===== config.mk =====
export PLATFORM = sky130hd
export DESIGN_NAME = ram_arbiter_seq
export DESIGN_NICKNAME = d
export VERILOG_FILES = /design/src/rtl/ram_arbiter_seq.sv
export SDC_FILE = /design/constraint.sdc
export NUM_CORES = 1
export LEC_CHECK = 0
export ABC_CLOCK_PERIOD_IN_PS = 4000
export CELL_PAD_IN_SITES_DETAIL_PLACEMENT = 0
export CELL_PAD_IN_SITES_GLOBAL_PLACEMENT = 1
export CORE_MARGIN = 5
export CORE_UTILIZATION = 37
export CTS_CLUSTER_SIZE = 16
export DETAILED_ROUTE_END_ITERATION = 10
export PLACE_DENSITY = 0.79
export SETUP_SLACK_MARGIN = 0.1
export SYNTH_ARGS = -nofsm -noshare
export SYNTH_HDL_FRONTEND = slang
export SYNTH_SLANG_ARGS = --single-unit

===== constraint.sdc =====
create_clock -name clk_in -period 4 [get_ports clk_in]
set_input_delay 0.6 -clock clk_in [delete_from_list [all_inputs] [get_ports clk_in]]
set_output_delay 0.6 -clock clk_in [all_outputs]
set_load 0.005 [all_outputs]

===== src/rtl/ram_arbiter_seq.sv =====
`default_nettype none
// ============================================================================
// Module      : ram_arbiter_seq
// Description : Serialises multi-byte load/store/fetch requests from
//               NUM_PORTS requesters onto one byte-wide synchronous RAM port.
//               Owns the grant, walks the bytes of each access, assembles
//               read words little-endian and pulses done to the owner.
// Revision    : 1.0 - initial release
// ============================================================================
module ram_arbiter_seq #(
   parameter int NUM_PORTS  = 2,
   parameter int ADDR_WIDTH = 32,
   parameter int ARB_MODE   = 0
) (
   input  logic                             clk_in,
   input  logic                             rst_in,
   input  logic [NUM_PORTS-1:0]             req_i,
   input  logic [NUM_PORTS-1:0]             we_i,
   input  logic [2*NUM_PORTS-1:0]           size_i,
   input  logic [ADDR_WIDTH*NUM_PORTS-1:0]  addr_i,
   input  logic [32*NUM_PORTS-1:0]          wdata_i,
   output logic [NUM_PORTS-1:0]             grant_o,
   output logic [NUM_PORTS-1:0]             done_o,
   output logic [31:0]                      rdata_o,
   output logic                             busy_o,
   output logic [ADDR_WIDTH-1:0]            mem_a_o,
   output logic [7:0]                       mem_dout_o,
   output logic                             mem_wr_o,
   input  logic [7:0]                       mem_din_i
);

   localparam int IDX_W = (NUM_PORTS > 1) ? $clog2(NUM_PORTS) : 1;

   typedef enum logic [1:0] {
      S_IDLE = 2'd0,
      S_XFER = 2'd1,
      S_TAIL = 2'd2,
      S_DONE = 2'd3
   } state_t;

   state_t                 r_state;
   logic [IDX_W-1:0]       r_idx;       // index of the current owner
   logic [IDX_W-1:0]       r_rr_ptr;    // last port served (round robin)
   logic [ADDR_WIDTH-1:0]  r_addr;
   logic                   r_we;
   logic [1:0]             r_last;      // byte count minus one: 0, 1 or 3
   logic [31:0]            r_wdata;
   logic [1:0]             r_k;         // byte index within the access
   logic [31:0]            r_acc;       // read word being assembled

   logic [NUM_PORTS-1:0]   w_above;
   logic [NUM_PORTS-1:0]   w_pool;
   logic [NUM_PORTS-1:0]   w_win_oh;
   logic [IDX_W-1:0]       w_win_idx;
   logic [ADDR_WIDTH-1:0]  w_win_addr;
   logic                   w_win_we;
   logic [1:0]             w_win_size;
   logic [31:0]            w_win_wdata;
   logic [1:0]             w_win_last;
   logic [1:0]             w_k_next;
   logic [1:0]             w_k_prev;
   logic [31:0]            w_acc_cap;
   logic [31:0]            w_acc_fin;

   // Winner selection: round robin restricts the pool to ports above the
   // pointer when any of them request, otherwise lowest requesting index wins.
   always_comb begin
      w_above = '0;
      for (int j = 0; j < NUM_PORTS; j++) begin
         if (j > int'(r_rr_ptr)) begin
            w_above[j] = req_i[j];
         end
      end
      if ((ARB_MODE == 1) && (|w_above)) begin
         w_pool = w_above;
      end else begin
         w_pool = req_i;
      end
      w_win_oh    = '0;
      w_win_idx   = '0;
      w_win_addr  = '0;
      w_win_we    = 1'b0;
      w_win_size  = '0;
      w_win_wdata = '0;
      for (int j = NUM_PORTS - 1; j >= 0; j--) begin
         if (w_pool[j]) begin
            w_win_oh    = '0;
            w_win_oh[j] = 1'b1;
            w_win_idx   = IDX_W'(j);
            w_win_addr  = addr_i[j*ADDR_WIDTH +: ADDR_WIDTH];
            w_win_we    = we_i[j];
            w_win_size  = size_i[2*j +: 2];
            w_win_wdata = wdata_i[32*j +: 32];
         end
      end
      case (w_win_size)
         2'b00:   w_win_last = 2'd0;
         2'b01:   w_win_last = 2'd1;
         default: w_win_last = 2'd3;
      endcase
   end

   // Byte stepping and read-byte merge into the accumulator.
   always_comb begin
      w_k_next  = r_k + 2'd1;
      w_k_prev  = r_k - 2'd1;
      w_acc_cap = r_acc;
      w_acc_cap[{w_k_prev, 3'b000} +: 8] = mem_din_i;
      w_acc_fin = r_acc;
      w_acc_fin[{r_last, 3'b000} +: 8] = mem_din_i;
   end

   // Transfer FSM; every output is registered so the RAM sees clean strobes.
   always_ff @(posedge clk_in) begin
      if (rst_in) begin
         r_state    <= S_IDLE;
         r_idx      <= '0;
         r_rr_ptr   <= IDX_W'(NUM_PORTS - 1);
         r_addr     <= '0;
         r_we       <= 1'b0;
         r_last     <= '0;
         r_wdata    <= '0;
         r_k        <= '0;
         r_acc      <= '0;
         grant_o    <= '0;
         done_o     <= '0;
         rdata_o    <= '0;
         busy_o     <= 1'b0;
         mem_a_o    <= '0;
         mem_dout_o <= '0;
         mem_wr_o   <= 1'b0;
      end else begin
         done_o <= '0;
         case (r_state)
            S_IDLE: begin
               mem_wr_o <= 1'b0;
               if (|req_i) begin
                  r_idx      <= w_win_idx;
                  r_addr     <= w_win_addr;
                  r_we       <= w_win_we;
                  r_last     <= w_win_last;
                  r_wdata    <= w_win_wdata;
                  r_k        <= '0;
                  r_acc      <= '0;
                  grant_o    <= w_win_oh;
                  busy_o     <= 1'b1;
                  mem_a_o    <= w_win_addr;
                  mem_wr_o   <= w_win_we;
                  mem_dout_o <= w_win_wdata[7:0];
                  r_state    <= S_XFER;
               end
            end
            S_XFER: begin
               // RAM answers one cycle late, so byte k-1 arrives during step k.
               if (!r_we && (r_k != 2'd0)) begin
                  r_acc <= w_acc_cap;
               end
               if (r_k == r_last) begin
                  mem_wr_o <= 1'b0;
                  if (r_we) begin
                     done_o  <= grant_o;
                     rdata_o <= '0;
                     r_state <= S_DONE;
                  end else begin
                     r_state <= S_TAIL;
                  end
               end else begin
                  r_k        <= w_k_next;
                  mem_a_o    <= r_addr + ADDR_WIDTH'(w_k_next);
                  mem_dout_o <= r_wdata[{w_k_next, 3'b000} +: 8];
               end
            end
            S_TAIL: begin
               mem_wr_o <= 1'b0;
               r_acc    <= w_acc_fin;
               rdata_o  <= w_acc_fin;
               done_o   <= grant_o;
               r_state  <= S_DONE;
            end
            S_DONE: begin
               mem_wr_o <= 1'b0;
               grant_o  <= '0;
               busy_o   <= 1'b0;
               if (ARB_MODE == 1) begin
                  r_rr_ptr <= r_idx;
               end
               r_state  <= S_IDLE;
            end
            default: begin
               r_state <= S_IDLE;
            end
         endcase
      end
   end

endmodule
`default_nettype wire


== After elaboration in Yosys (flattened, before gate mapping) ==
Index checks and enable logic that the tools add are counted.

* Word-level logic and storage cells: 93
* Output and inout bits: 78
* Input port bits: 146
* Register bits: 181

* Reduce and logical (&&, ||, !) cells: 17
* Shift operators: 5
* Eq/ne operators: 10
* Add/subtract/negate cells: 5
* Mux-type cells: 42

{| class="wikitable"
|+ Operators with widths
! operator !! number
|-
| 2-to-1 mux 32 bit || 10
|-
| case mux 32 bit (2 select lines) || 2
|-
| case mux 32 bit (3 select lines) || 1
|-
| bitwise mux 32 bit || 2
|-
| variable shift 8 x 7 -> 32 bit (first input constant) || 2
|-
| indexed part select 8 x 7 -> 32 bit || 2
|-
| adder 32 x 2 -> 32 bit || 1
|-
| indexed part select 32 x 6 -> 8 bit || 1
|-
| 2-to-1 mux 2 bit || 11
|-
| 2-to-1 mux 8 bit || 2
|-
| case mux 2 bit (2 select lines) || 4
|-
| case mux 8 bit (2 select lines) || 1
|-
| negator 5 -> 7 bit || 2
|-
| inequality test 2 bit (second input constant) || 5
|-
| AND reduction 3 bit || 3
|-
| case mux 2 bit (4 select lines) || 1
|-
| nonzero test 2 bit || 4
|-
| 2-to-1 mux 1 bit || 6
|-
| AND reduction 2 bit || 3
|-
| equality test 2 x 1 -> 1 bit (second input constant) || 2
|-
| equality test 2 bit (second input constant) || 2
|-
| logical NOT 2 bit || 2
|-
| OR reduction 2 bit || 2
|-
| case mux 1 bit (3 select lines) || 1
|-
| 7 further kinds || 7
|}

== Longest topological paths before layout ==
Gate-level depths: netlist (run 1).

* Depth in word-level cells: 6
* Gate-level depth with buffers: 10
* Mapped depth without buffers: 8

== Worst setup path after synthesis (run 1) ==
OpenSTA, ideal clock, no wires.

* Path type: reg2reg
* From: reg r_k[0]
* To: reg mem_a_o[14]
* Cell stages (with the launch flop): 11
* Setup time: 0.122 ns
* Path buffers: 2
* Period minus slack after synthesis: 3.068 ns
* Required time: 3.878 ns
* Path slack: 0.932 ns
* Data arrival time: 2.946 ns
* Cells stage by stage: dfxtp_1 > clkbuf_1 > inv_1 > ha_1 > fa_1 > and4_1 > clkbuf_2 > nand3_1 > or3_1 > xnor2_1 > a221o_1

* Word-level cells in the longest chain between the ends: 4
* Elaborated cells between the ends (all ways): 7
* Those cells by class: add/sub: 2; eq/ne: 2; mux: 2; reduce/logical: 1

{| class="wikitable"
|+ RTL lines
! what !! line !! text
|-
| start, declared || 48 || <nowiki>logic [1:0] r_k;</nowiki>
|-
| start signal, assigned || 168 || <nowiki>r_k <= w_k_next;</nowiki>
|-
| adder 2 x 1 -> 2 bit || 105 || <nowiki>w_k_next = r_k + 2'd1;</nowiki>
|-
| adder 32 x 2 -> 32 bit || 169 || <nowiki>mem_a_o <= r_addr + ADDR_WIDTH'(w_k_next);</nowiki>
|-
| 2-to-1 mux 32 bit || 158 || <nowiki>if (r_k == r_last) begin</nowiki>
|-
| case mux 32 bit (2 select lines) || 134 || <nowiki>case (r_state)</nowiki>
|-
| end signal, assigned || 147 || <nowiki>mem_a_o <= w_win_addr;</nowiki>
|-
| end signal, assigned || 169 ||
|-
| end, declared || 26 || <nowiki>output logic [ADDR_WIDTH-1:0] mem_a_o,</nowiki>
|}

Several ways; a longest one is shown, not always the timed one. The select of a mux whose other input is x is not followed.
A chain may end at the register's enable or synchronous reset.

== Final worst setup path (run 1) ==
* From: reg r_k[1]
* To: reg mem_a_o[14]

Same word-level chain as after synthesis.

==> qor.yml, run 1 <==
status: "finished clean"
cts.repair.resized: 0
slowest_stage: "dfxtp_1"
final_cell_area_um2: 12610
syn-cell-area_um2: 9644
cpPeakStageDelay_ns: 0.44
tns_ns: 0
die_w_um: 171.5
synth_area_leaders: "dfxtp_1 38%, a21oi_1 6.5%, nor2b_1 4.8%"
die_height_um: 171.5
diodes: 0
grt_overflow: 0
synthAdderAreaFrac_pct: 2.543
grt_max_degree: 99
dieArea_um2: 29400
rsz0062_at_grt: "false"
skew_ns: 0.02150
yosys.area.top_type_share_pct: 37.57
num_vias: 9815
drt-total-wl_mm: 34.31
synth_area_leader_cell: "dfxtp_1"
hold_slack_ns: 0.4570
synth_top_family_by_area: "compound AO/OA/AOI/OAI gates"
required_ns: 4.33
rows: 59
fmax_ghz: 0.3549
drive_above_1_share_pct: 6.632
antenna_found_initial: 1
cts_setup_buffers: 0
power.density_nw_per_um2: 609.5
grt_pass1_vias: 9343
synth_simple_gate_area_share_pct: 19.54
finalSetupViolCount: 0
worst_ep_arrival_time_ns: 3.15
endpoint_kind: "flip-flop"
cts-buffers-inserted: 17
relSlewSlack_pct: 22.25
cts_tree: "done"
clock_sinks: 181
placed_area_um2: 12020
synth_mux_area_share_pct: 2.076
synth_nets: 1355
yosysUniqueCellTypes: 70
yosysWarningCount: 0
avgSynthCellArea_um2: 8.104
cp_num_buf_inv: 1
clock_latency_ns: 0.45
io_buffers: 223
hpwl_mm: 23.26
drt-initial-drc-count: 722
dr.pass1.iters: 5
clk_pin_slew_ns: 0.08
fin_crit_sh_pct: 70.45
synth_ff_type: "dfxtp_1"
hold_viol: 0
track_usage_pct: 22.69
viasPerCell: 5.801
start_util_pct: 37.33
cts_max_level: 4
worstHoldPathType: "flip-flop to flip-flop"
hold_buffers: 0
gp_congestion: 0.8624
core_um2: 25840
layout.nets: 1509
synthCells: 1190
async_reset_ff_share_pct: 0
finalCoreUtilization_pct: 48.81
drc: 0
cp_top_family: "simple AND/OR/NAND/NOR gates"
ant_nets: 0
worstSetupPathType: "flip-flop to flip-flop"
synth_enable_flop_cells: 0
syn_to_final_growth_pct: 30.77
synth-xor-area-share_pct: 2.154
worst_setup_path_start_kind: "flip-flop"
drv_cap: 0
drv_slew: 0
grt_pass1_wl_mm: 53.08
ys_seq_area_share_pct: 37.57
synth_compound_area_share_pct: 30.50
path_max_fanout: 8
synth_seq_cells: 181
wire_per_inst_um: 20.28
fin_crit_ns: 2.818
ir_worst_vdd_mv: 0.4026
io_pins: 224
crit_chain: "inv_1 -> ha_1 -> fa_1 -> and4_1 -> nand3_1 -> or3_1 -> xnor2_1 -> a221o_1"
tightest_slew_ns: 1.166
leakage_nw: 4.325
clock-root-buffer: "clkbuf_16"
clockBufferDepth: 2
[cell families (layout without fill, tap and decap cells)]
logic type                 Yosys count  count (layout)
AOI/OAI and AO/OA                  462             462
xor gates and xnor gates            22              22
adders and majority gates           19              19
buffers and inverters              130             297
DFF                                181             181
muxes                               10              10
and+or+nand+nor                    366             366
[sequential cells by signal, indices dropped and copies added, names as in the netlist]
name,count
mem_a_o,32
grant_o,2
mem_dout_o,8
r_state,2
r_last,2
r_addr,32
mem_wr_o,1
r_acc,32
done_o,2
busy_o,1
rdata_o,32
r_we,1
r_wdata,32
r_k,2
[placed cells by master, fill, tap and decap left out, types with 3 or more instances in the layout]
master	n
clkinv_8	4
a22oi_1	57
nor3_1	28
o22ai_1	67
a21oi_1	125
xor2_1	6
buf_4	25
inv_6	4
xnor2_1	14
a221o_1	6
clkbuf_16	17
and3_1	9
o21ai_0	78
inv_1	15
nand3_1	17
and4_1	4
clkdlybuf4s50_1	221
and2_1	3
ha_1	16
mux4_2	8
nand4_1	12
nor2b_1	73
a221oi_1	21
a31oi_1	37
a211oi_1	23
or3_1	17
a31o_2	4
a22o_1	7
o31a_1	4
nor4bb_1	10
nand2_1	61
inv_8	5
dfxtp_1	181
o211ai_1	11
nor2_1	112
nor4_1	5
[routing by layer]
metal	GRT usage, %	share of wire, %	vias to the layer above
li1	-	-	4733
met1	31.49	44	4671
met2	35.74	46	374
met3	5.608	8.5	35
met4	5.270	1.3	2
met5	0	0.038	-
[power breakdown]
part / internal [mW] / switching (mW)
Combinational: 1.33 / 2.00
Clock: 0.846 / 0.859
Sequential: 2.26 / 0.388
Total: 4.44 / 3.25
[final cells by class]
type | count | area, µm²
clock buffers | 17 | 425.4
repair buffers | 247 | 2405
well taps | 335 | 419.2
inverters | 18 | 67.56
flip-flops and latches | 181 | 3623
fillers | 2552 | 13230
multi-input cells | 879 | 5500
clock inverters | 15 | 171.4
[metrics by stage]
step	worst slack, ns	total power, mW	instances
after floorplan	0.9322	4.675	1190
after global placement	1.062	5.982	1660
after detailed placement	0.9997	5.999	1660
after CTS	1.182	7.723	1692
after global routing	0.9868	8.178	1692
final	1.182	7.687	1692
[synth_stat cells (18+ instances only)]
cell type  number
clkbuf_1       75
nor2b_1        74
a221oi_1       21
a211oi_1       23
o21ai_0        78
nor3_1         28
buf_2          26
a31oi_1        37
nand2_1        61
nor2_1        112
a22oi_1        57
dfxtp_1       181
ha_1           18
a21oi_1       125
o22ai_1        67
[worst register-to-register path, stage by stage, from the launching register on]
cell     delay [ns]
dfxtp_1        0.44
inv_1          0.14
ha_1           0.44
fa_1           0.30
and4_1         0.39
nand3_1        0.19
or3_1          0.36
xnor2_1        0.13
a221o_1        0.33
[final timing paths]
| kind | startpoint | endpoint | slack [ns] | depth (start not counted) |
|---|---|---|---|---|
| worst max register to register | r_k[1] | mem_a_o[14] | 1.18 | 8 |
| worst min-delay path | rdata_o[23] | rdata_o[23] | 0.46 | 2 |
| worst max-delay path | r_k[1] | mem_a_o[14] | 1.18 | 8 |
| worst min register to register | rdata_o[23] | rdata_o[23] | 0.46 | 2 |
Power figures use the tool's default switching activity.
==> run 2, diff against run 1 <==
--- a/config.mk
+++ b/config.mk
@@ -5,7 +5,7 @@
 export SDC_FILE = /design/constraint.sdc
 export NUM_CORES = 1
 export LEC_CHECK = 0
-export ABC_CLOCK_PERIOD_IN_PS = 4000
+export ABC_CLOCK_PERIOD_IN_PS = 2700
 export CELL_PAD_IN_SITES_DETAIL_PLACEMENT = 0
 export CELL_PAD_IN_SITES_GLOBAL_PLACEMENT = 1
 export CORE_MARGIN = 5
==> constraint.sdc (replaced) <==
create_clock -name clk_in -period 2.7 [get_ports clk_in]
set_input_delay 0.405 -clock clk_in [delete_from_list [all_inputs] [get_ports clk_in]]
set_output_delay 0.405 -clock clk_in [all_outputs]
set_load 0.005 [all_outputs]
==> run 2 against run 1 <==
Compared with the run above:
- sequential power up 49%
- critical path type unchanged
- global-route usage up 0.25 points
- clock skew down 0.0063 ns
- largest power group unchanged
- die area unchanged
- routed wire length up 1.5%
- first-iteration DRC count up 17%
- count of clock-buffer cells in the layout up 1
- cell area up 1.7%
- sequential share of layout area down 0.45 points
- final cell count up 1.1%
- fmax up 16%
==> qor.yml, run 2 (synthesized netlist as in run 1, its figures left out) <==
endpoint_kind: "flip-flop"  # unchanged
hold_viol: 0  # unchanged
cts.repair.resized: 0  # unchanged
viasPerCell: 5.788  # was 5.801
final_common_cell: "clkdlybuf4s50_1"  # unchanged
grt_overflow: 0  # unchanged
dr.pass1.iters: 5  # unchanged
rows: 59  # unchanged
regToRegSetupSlack_ns: 0.28  # was 1.18 ns
io_pins: 224  # unchanged
ant_nets: 0  # unchanged
grt_pass1_wl_mm: 53.71  # was 53.08 mm
drt-initial-drc-count: 846  # was 722
start_util_pct: 37.33  # unchanged
drv_slew: 0  # unchanged
hold_buffers: 0  # unchanged
fin_crit_sh_pct: 89.70  # was 70.45%
final_cell_mix: "221 x clkdlybuf4s50_1, 180 x dfxtp_1, 125 x a21oi_1, 112 x nor2_1, 78 x o21ai_0"  # was 221 x clkdlybuf4s50_1, 181 x dfxtp_1, 125 x a21oi_1, 112 x nor2_1, 78 x o21ai_0
crit_chain: "inv_1 -> ha_4 -> fa_2 -> and4_1 -> buf_4 -> nand3_1 -> o31a_1 -> o21ai_0 -> a21oi_1"  # was inv_1 -> ha_1 -> fa_1 -> and4_1 -> nand3_1 -> or3_1 -> xnor2_1 -> a221o_1
hpwl_mm: 24.52  # was 23.26 mm
power.density_nw_per_um2: 908.3  # was 609.5 nW/µm²
cpPeakStageDelay_ns: 0.35  # was 0.44 ns
io_buffers: 223  # unchanged
skew_ns: 0.01520  # was 0.02150 ns
cts_setup_buffers: 0  # unchanged
grt_pass1_vias: 9414  # was 9343
die_height_um: 171.5  # unchanged
relSlewSlack_pct: 50.26  # was 22.25%
wire_per_inst_um: 20.35  # was 20.28 µm
fmax_ghz: 0.4129  # was 0.3549 GHz
worst_ep_arrival_time_ns: 2.72  # was 3.15 ns
worst_setup_path_start_kind: "flip-flop"  # unchanged
tightest_slew_ns: 0.7462  # was 1.166 ns
layout.nets: 1528  # was 1509
diodes: 0  # unchanged
drive_above_1_share_pct: 8.067  # was 6.632%
timing.rr.start: "r_k[0]"  # was r_k[1]
track_usage_pct: 22.94  # was 22.69%
clk_pin_slew_ns: 0.08  # about the same
path_max_fanout: 9  # was 8
clock-root-buffer: "clkbuf_16"  # unchanged
reg2reg_to: "mem_a_o[22]"  # was mem_a_o[14]
gp_congestion: 0.8616  # was 0.8624
num_vias: 9903  # was 9815
antenna_found_initial: 1  # unchanged
syn_to_final_growth_pct: 32.99  # was 30.77%
path_depth: 9  # was 8
drc: 0  # unchanged
clock_latency_ns: 0.44  # was 0.45 ns
finalSetupViolCount: 0  # unchanged
clock_sinks: 181  # unchanged
dieArea_um2: 29400  # unchanged
tns_ns: 0  # unchanged
clockBufferDepth: 2  # unchanged
cts_tree: "done"  # unchanged
required_ns: 2.99  # was 4.33 ns
fin_crit_ns: 2.422  # was 2.818 ns
die_w_um: 171.5  # unchanged
r2r_cells: 9  # was 8
grt_max_degree: 135  # was 99
cp_num_buf_inv: 2  # was 1
cp_top_family: "adder cells"  # was simple AND/OR/NAND/NOR gates
cts-buffers-inserted: 17  # unchanged
worstHoldPathType: "input port to flip-flop"  # was flip-flop to flip-flop
hold_start: "req_i[0]"  # was rdata_o[23]
ir_worst_vdd_mv: 0.4945  # was 0.4026 mV
leakage_nw: 4.444  # was 4.325 nW
rsz0062_at_grt: "false"  # unchanged
core_um2: 25840  # unchanged
drv_cap: 0  # unchanged
whs_path_depth: 3  # was 2
hold_end: "busy_o"  # was rdata_o[23]
cts_max_level: 4  # unchanged
status: "finished clean"  # unchanged
drt-total-wl_mm: 34.81  # was 34.31 mm
finalCoreUtilization_pct: 49.64  # was 48.81%
worstSetupPathType: "flip-flop to flip-flop"  # unchanged
slowest_stage: "ha_4"  # was dfxtp_1
run 2: cell count changes in the layout (fill, tap and decap cells not counted), sizes merged:
cell	change
bufinv	+1
clkinvlp	-1
clkbuf	+1
inv	-1
buf	+19
run 2: routing by layer:
layer	wire length [µm]	global-route usage [%]	vias to the layer above
met5	13	0	-
met2	15990	36.69	336
met1	15600	31.31	4749
li1	-	-	4774
met3	2525	5.493	42
met4	681	5.753	2
run 2: layout make-up:
cell class / count / area, µm²
clock inverter: 14 / 157.7
sequential: 181 / 3627
tap: 335 / 419.2
clock buffer: 18 / 429.2
fill: 2552 / 13010
timing repair buffer: 266 / 2610
inverter: 18 / 67.56
multi-input combinational: 879 / 5515
run 2: worst max-delay path by stage:
stage                             end     start  slack, ns
after CTS                 mem_a_o[10]    r_k[0]       0.28
after floorplan           mem_a_o[14]    r_k[0]       0.12
after detailed placement  mem_a_o[10]  req_i[1]       0.27
after global routing      mem_a_o[21]    r_k[0]       0.11
final                     mem_a_o[22]    r_k[0]       0.28
after global placement    mem_a_o[10]  req_i[1]       0.26
run 2: metrics by stage:
| stage | cells | worst slack [ns] | area (µm²) | hold slack [ns] | power (mW) |
|---|---|---|---|---|---|
| after detailed placement | 1679 | 0.2681 | 12240 | 0.4462 | 9.159 |
| after floorplan | 1190 | 0.1241 | 9673 | 0.4383 | 6.950 |
| after global placement | 1679 | 0.2648 | 12240 | 0.4396 | 9.114 |
| after CTS | 1711 | 0.2841 | 12830 | 0.4222 | 11.70 |
| final | 1711 | 0.2780 | 12830 | 0.4376 | 11.65 |
| after global routing | 1711 | 0.1112 | 12830 | 0.4654 | 12.36 |
run 2: power breakdown:
part           total, mW  leakage (nW)  switching (mW)  internal (mW)
Sequential          3.96          1.48           0.603           3.36
Clock               2.51         0.285            1.19           1.32
Combinational       5.18          2.68            3.01           2.17
Total               11.6          4.44            4.81           6.84
run 2: worst min-delay path: stages:
cell     delay (ns)
buf_2          0.19
o21ai_0        0.17
a21oi_1        0.06
